<file path="src/rtl/sync_fifo_flags.sv">
// Purpose : single-clock FIFO with occupancy count, almost-full/almost-empty
//           thresholds, sticky overflow/underflow flags, optional FWFT read.
// Latency : 1 cycle write-to-flags; FWFT=0 read data 1 cycle after the read
//           edge; FWFT=1 head visible 1 cycle after a write into empty.
// Backpr. : writes are refused while full and reads while empty. A refused
//           request only raises overflow/underflow and changes no other state.
//
// Ports:
//   clk, reset         single rising-edge clock, synchronous active-high reset
//   write_en/_data     push request and payload (accepted iff !full)
//   read_en            pop request (accepted iff !empty)
//   clear_err          clears the sticky error flags (a new error event wins)
//   read_data          registered read (FWFT=0) or head entry (FWFT=1)
//   full/empty/almost_full/almost_empty/count   decoded from registered count
//   overflow/underflow sticky error flags
module sync_fifo_flags #(
  parameter int DEPTH     = 8,
  parameter int WIDTH     = 8,
  parameter int FWFT      = 0,
  parameter int AF_THRESH = DEPTH - 2,
  parameter int AE_THRESH = 2
) (
  input  logic                     clk,
  input  logic                     reset,
  input  logic                     write_en,
  input  logic [WIDTH-1:0]         write_data,
  input  logic                     read_en,
  input  logic                     clear_err,
  output logic [WIDTH-1:0]         read_data,
  output logic                     full,
  output logic                     empty,
  output logic                     almost_full,
  output logic                     almost_empty,
  output logic [$clog2(DEPTH):0]   count,
  output logic                     overflow,
  output logic                     underflow
);

  localparam int ADDR = $clog2(DEPTH);
  localparam int CW   = ADDR + 1;

  localparam logic [CW-1:0] DEPTH_C = CW'(DEPTH);
  localparam logic [CW-1:0] AF_C    = CW'(AF_THRESH);
  localparam logic [CW-1:0] AE_C    = CW'(AE_THRESH);
  localparam logic [CW-1:0] ONE_C   = CW'(1);

  logic [WIDTH-1:0] mem [DEPTH];
  logic [ADDR:0]    wr_ptr;
  logic [ADDR:0]    rd_ptr;
  logic [CW-1:0]    count_q;
  logic             overflow_q;
  logic             underflow_q;
  logic             wr_acc;
  logic             rd_acc;

  // Status is decoded purely from the registered count, so no input
  // reaches an output combinationally.
  assign full         = (count_q == DEPTH_C);
  assign empty        = (count_q == '0);
  assign almost_full  = (count_q >= AF_C);
  assign almost_empty = (count_q <= AE_C);
  assign count        = count_q;
  assign overflow     = overflow_q;
  assign underflow    = underflow_q;

  // Acceptance uses pre-edge full/empty: a write while full is refused even
  // if a read is accepted on the same edge.
  assign wr_acc = write_en && !full;
  assign rd_acc = read_en && !empty;

  // Storage carries no reset; stale contents are never observable because
  // the pointers and count are cleared.
  always_ff @(posedge clk) begin
    if (!reset && wr_acc) begin
      mem[wr_ptr[ADDR-1:0]] <= write_data;
    end
  end

  // Pointers are ADDR+1 bits and wrap naturally modulo 2*DEPTH. The count is
  // kept as its own register (always equal to wr_ptr - rd_ptr), so full and
  // empty never depend on the pointer MSBs.
  always_ff @(posedge clk) begin
    if (reset) begin
      wr_ptr  <= '0;
      rd_ptr  <= '0;
      count_q <= '0;
    end else begin
      if (wr_acc) begin
        wr_ptr <= wr_ptr + ONE_C;
      end
      if (rd_acc) begin
        rd_ptr <= rd_ptr + ONE_C;
      end
      case ({wr_acc, rd_acc})
        2'b10:   count_q <= count_q + ONE_C;
        2'b01:   count_q <= count_q - ONE_C;
        default: count_q <= count_q;
      endcase
    end
  end

  // Sticky errors: a fresh event on the same edge as clear_err keeps the flag.
  always_ff @(posedge clk) begin
    if (reset) begin
      overflow_q  <= 1'b0;
      underflow_q <= 1'b0;
    end else begin
      if (write_en && full) begin
        overflow_q <= 1'b1;
      end else if (clear_err) begin
        overflow_q <= 1'b0;
      end
      if (read_en && empty) begin
        underflow_q <= 1'b1;
      end else if (clear_err) begin
        underflow_q <= 1'b0;
      end
    end
  end

  generate
    if (FWFT != 0) begin : g_fwft
      // Head entry is presented whenever the FIFO holds data; read_en pops it.
      assign read_data = empty ? '0 : mem[rd_ptr[ADDR-1:0]];
    end else begin : g_std
      logic [WIDTH-1:0] rd_data_q;

      always_ff @(posedge clk) begin
        if (reset) begin
          rd_data_q <= '0;
        end else if (rd_acc) begin
          rd_data_q <= mem[rd_ptr[ADDR-1:0]];
        end
      end

      assign read_data = rd_data_q;
    end
  endgenerate

endmodule

</file>
<file path="config.mk">
export PLATFORM = sky130hd
export DESIGN_NAME = sync_fifo_flags
export DESIGN_NICKNAME = d
export VERILOG_FILES = /design/src/rtl/sync_fifo_flags.sv
export SDC_FILE = /design/constraint.sdc
export NUM_CORES = 1
export LEC_CHECK = 0
export CAP_MARGIN = 25
export CELL_PAD_IN_SITES_DETAIL_PLACEMENT = 1
export CELL_PAD_IN_SITES_GLOBAL_PLACEMENT = 1
export CORE_UTILIZATION = 30
export CTS_CLUSTER_DIAMETER = 150
export CTS_CLUSTER_SIZE = 24
export DETAILED_ROUTE_END_ITERATION = 8
export GPL_TIMING_DRIVEN = 1
export PLACE_DENSITY = 0.64
export SLEW_MARGIN = 10
export SYNTH_ARGS = -nofsm -noshare
export SYNTH_HDL_FRONTEND = slang
export SYNTH_SLANG_ARGS = --single-unit
</file>
<file path="constraint.sdc">
create_clock -name clk -period 6.6 [get_ports clk]
set_input_delay 1.98 -clock clk [delete_from_list [all_inputs] [get_ports clk]]
set_output_delay 1.98 -clock clk [all_outputs]
set_load 0.1 [all_outputs]
</file>
# == Word-level counts from Yosys, hierarchy flattened ==
# Memory sizes are Yosys's and may differ from the RTL's. A register that Yosys moved wholly into a read port is not among the register bits.
# Cells that the tools add are included.
# word_totals
mem_count,1
inputBits,13
ram_bits,64
regBits,14
# mem_list
name,words,width,read_ports,rd_ports_with_merged_regs,write_ports,line_no,text
mem,8,8,1,1,1,47,logic [WIDTH-1:0] mem [DEPTH];
# op_classes
n_reduce_logical,12
eq_ne,3
mux,6
magnitude_cmp,2
n_addsub,4
# op_table
operator,n
adder 4 x 1 -> 4 bit (second input constant),3
case mux 4 bit (2 select lines),1
nonzero test 2 bit,3
logical AND 1 bit,5
2-to-1 mux 1 bit,5
equality test 4 bit (second input constant),1
>= comparator 4 x 3 -> 1 bit (second input constant),1
<= comparator 4 x 2 -> 1 bit (second input constant),1
logical NOT 4 bit,1
subtractor 4 x 1 -> 4 bit (second input constant),1
logical NOT 1 bit,3
equality test 2 x 1 -> 1 bit (second input constant),1
equality test 2 bit (second input constant),1

# == Longest topological paths before layout ==
# logic_depth
depth_word,6
ltp_mapped,9

# == Least setup slack after synthesis ==
# Ideal clock, no wire load.
# synth_path
kind,reg2out
from,"register count_q[1], in the netlist count[1]"
to,output port empty
path_buffers,1
path_stages_with_launch,3
arrival_time_ns,3.910
setup_slack_ns,0.710
cell_sequence,dfxtp_1 buf_6 nor4_1
# synth_via
elab_chain_cells,1
# synth_lines
item,line_no,text
start: declaration,50,logic [CW-1:0] count_q;
start signal: assignment,95,2'b10: count_q <= count_q + ONE_C;
start signal: assignment,96,2'b01: count_q <= count_q - ONE_C;
start signal: assignment,97,default: count_q <= count_q;
logical NOT 4 bit,59,assign empty = (count_q == '0);
end: declaration,31,"output logic empty,"
# Every way passes these cells.

# == Worst setup path in the final report ==
# layout_path
from,"register count_q[1], in the netlist count[1]"
to,output port full
# layout_via
elab_chain_cells,1
# layout_lines
item,line_no,text
equality test 4 bit,58,assign full = (count_q == DEPTH_C);
end: declaration,30,"output logic full,"
# Every way passes these cells.

==> results.toml <==
[run_status]
status = "completed"

[placement]
hpwl_um = 4380
port_buffers = 30
dp_slack_ps = 2036
gp_congestion = 0.7023
place_area_um2 = 3850

[grt]
grt_pass1_vias = 1872
grt_pass1_wl_um = 10680
grt_antenna_before_repair = 0
grt_usage_pct = 12.83
grt_start_max_net_pins = 29
grt_overflow = 0

[floorplanning]
core.rowCount = 38
die_w_um = 108.1
die_y_um = 108.1
initial_utilization_pct = 30.99
pin_count = 31
die_area_um2 = 11680
coreArea_um2 = 10890

[clocking]
cts_max_level = 3
clockBufferDepth = 2
cts_resized = 0
hold_buffers = 0
tritoncts = "done"
root_buffer = "clkbuf_8"
numCtsBuffers = 9
clkTransAtPathRegs_ps = 90
cts_setup_buffers = 0
clock_latency_ps = 360
cts_sinks = 84

[cells_and_area]
final_common_cell = "edfxtp_1"
n_antenna_cell = 0
fin_nets = 257
mostFrequentLayoutCells = "64 x edfxtp_1, 30 x clkdlybuf4s50_1, 20 x dfxtp_1"
fin_area_um2 = 4069
drive_gt1_share_pct = 23.67
area_growth_pct = 20.58

[route]
drtIter0Drc = 79
routed_wl_um = 6744
num_vias = 1863
dr.pass1.iters = 4
detail-route-antenna-nets = 0
post_drt_via_cell_ratio = 4.839
route.detailed.drc = 0
wl_per_cell_um = 17.52

[timing]
layout_setup_ws_ps = 1960
tightest_slew_ps = 978.9
slew_headroom_pct = 34.54
min_period_ps = 4640
finalHoldViolations = 0
fmax_ghz = 0.2155
clock_skew_ps = 11.34
rsz0062_at_grt = "false"
fin_tns_setup_ps = 0
holdWs_ps = 500.0
slew_violations = 0
timing.final.crit_share_pct = 70.31
setup_viol = 0

[worst_hold_path]
hold_path_end = "wr_ptr[0]$_SDFFE_PP0P_"
whs_path_depth = 2
worstHoldStart = "wr_ptr[0]$_SDFFE_PP0P_"
holdCritPathClass = "reg -> reg"

[critical_path]
worstPathRequired_ps = 4620
r2r_slack_ps = 3960
worstSetupPathType = "reg -> out"
crit_chain = "or4b_4 > inv_1 > clkdlybuf4s50_1"
cpMaxStageDelayCell = "clkdlybuf4s50_1"
critPathBufInv = 2
worstSetupStartpointType = "register"
r2r_end = "count[2]$_SDFFE_PP0P_"
r2r_start = "count[1]$_SDFFE_PP0P_"
cp-end-kind = "output pin"
max_stage_delay_ps = 1140
r2r.worst_path.cells = 7
cp_top_family = "buffers and inverters"
cp.arrival_ps = 2660
cp_max_fo = 12

[power]
seqPwrFrac_pct = 38.7
p_per_area_nw_per_um2 = 419.5
netSwitchingFraction_pct = 42.75
power_frac_comb_pct = 38.8
power.net_switching_mw = 0.7297
ir_drop_mv = 0.2645
power_mw = 1.707
pwr-share-clk_pct = 22.5
p_leak_nw = 1.299
internal_power_mw = 0.9772

[yosys]
synthArstFlopShare_pct = 0
avgSynthCellArea_um2 = 16.46
ys_dominant_reg_cell = "edfxtp_1"
syn_inst = 205
netlist_area_um2 = 3374
yosysTopAreaCell = "edfxtp_1"
ys_seq_area_share_pct = 68.82
synth_top_area_share_pct = 56.95
synth_edf_count = 64
ys_top_cells_by_area = "edfxtp_1 57%, dfxtp_1 12%, mux4_2 11%, nor3_2 2.4%, nor2_1 2.1%"
synth_seq_cells = 84
synth_nets = 222
synth_cell_types = 37
ys_warn_count = 0

[run]
cap_viol_max_count = 0
[power by group through the flow]
stage	sequential (mW)	combinational, mW	clock, mW
final	0.660	0.663	0.384
after global routing	0.668	0.698	0.414
after CTS	0.662	0.669	0.395
after detailed placement	0.674	0.668	0
after global placement	0.673	0.662	0
after floorplan	0.880	0.315	0
[worst reg2reg max path, stage by stage (launching register included)]
cell and delay (ps):
dfxtp_1 440, o41a_1 650, ha_1 370, xor2_1 170
ha_1 210, o21a_1 200, or4_1 400, a21oi_1 150
[Yosys cell counts, drive strengths merged (2+ instances only)]
library cell  instances
ha                    4
nand2                 6
nor3                  9
xor2                  4
edfxtp               64
nor4                  3
nand2b                4
nor2                 19
nor2b                 3
clkbuf                2
a21oi                 6
mux4                 16
dfxtp                20
buf                  11
nor4b                 4
mux2i                 2
nand3                 3
o22ai                10
[worst max path at each step]
stage	end	cells past startpoint	start	slack (ps)
floorplan	empty	2	count[1]$_SDFFE_PP0P_	710
global placement	count[2]$_SDFFE_PP0P_	8	read_en	2130
detailed placement	count[2]$_SDFFE_PP0P_	8	read_en	2040
CTS	full	3	count[1]$_SDFFE_PP0P_	1920
global route	full	3	count[1]$_SDFFE_PP0P_	1840
finish	full	3	count[1]$_SDFFE_PP0P_	1960
[stage by stage]
stage               utilization (%)  cells
floorplan                         -    205
CTS                           37.26    383
finish                        37.37    385
global route                  37.37    385
detailed placement            35.36    367
global placement              35.36    367
[routing by layer]
metal / wire [um] / share of wire [%] / global-route usage, %
met1: 3176 / 47 / 16.80
met2: 3274 / 49 / 19.84
met3: 208 / 3.1 / 3.978
met4: 85 / 1.3 / 4.990
met5: 0 / 0 / 0
[state kept, by name, summed over array words and instances (netlist names)]
register   count
count          4
mem           64
overflow       1
rd_ptr         3
read_data      8
underflow      1
wr_ptr         3
[layout make-up]
| type | instances | area (um^2) |
|---|---|---|
| timing repair buffer | 37 | 350.3 |
| clock inverter | 7 | 82.58 |
| inverter | 1 | 3.754 |
| sequential | 84 | 2322 |
| multi-input combinational | 107 | 1011 |
| fill | 1116 | 6819 |
| clock buffer | 9 | 123.9 |
| tap | 140 | 175.2 |
[cells by family (layout without fill, tap and decap cells)]
family                   count (synthesis)  in the layout  share of synthesized area, %
flip-flops                              84             84                         68.82
AND/OR/NAND/NOR                         58             58                         10.46
AO/OA/AOI/OAI                           22             22                         4.264
multiplexers                            19             19                         11.61
buffers and inverters                   14             54                         2.336
adder cells (fa/ha/maj)                  4              4                         1.483
XOR/XNOR                                 4              4                         1.038
Note: power is estimated with default switching activity, not from simulation.
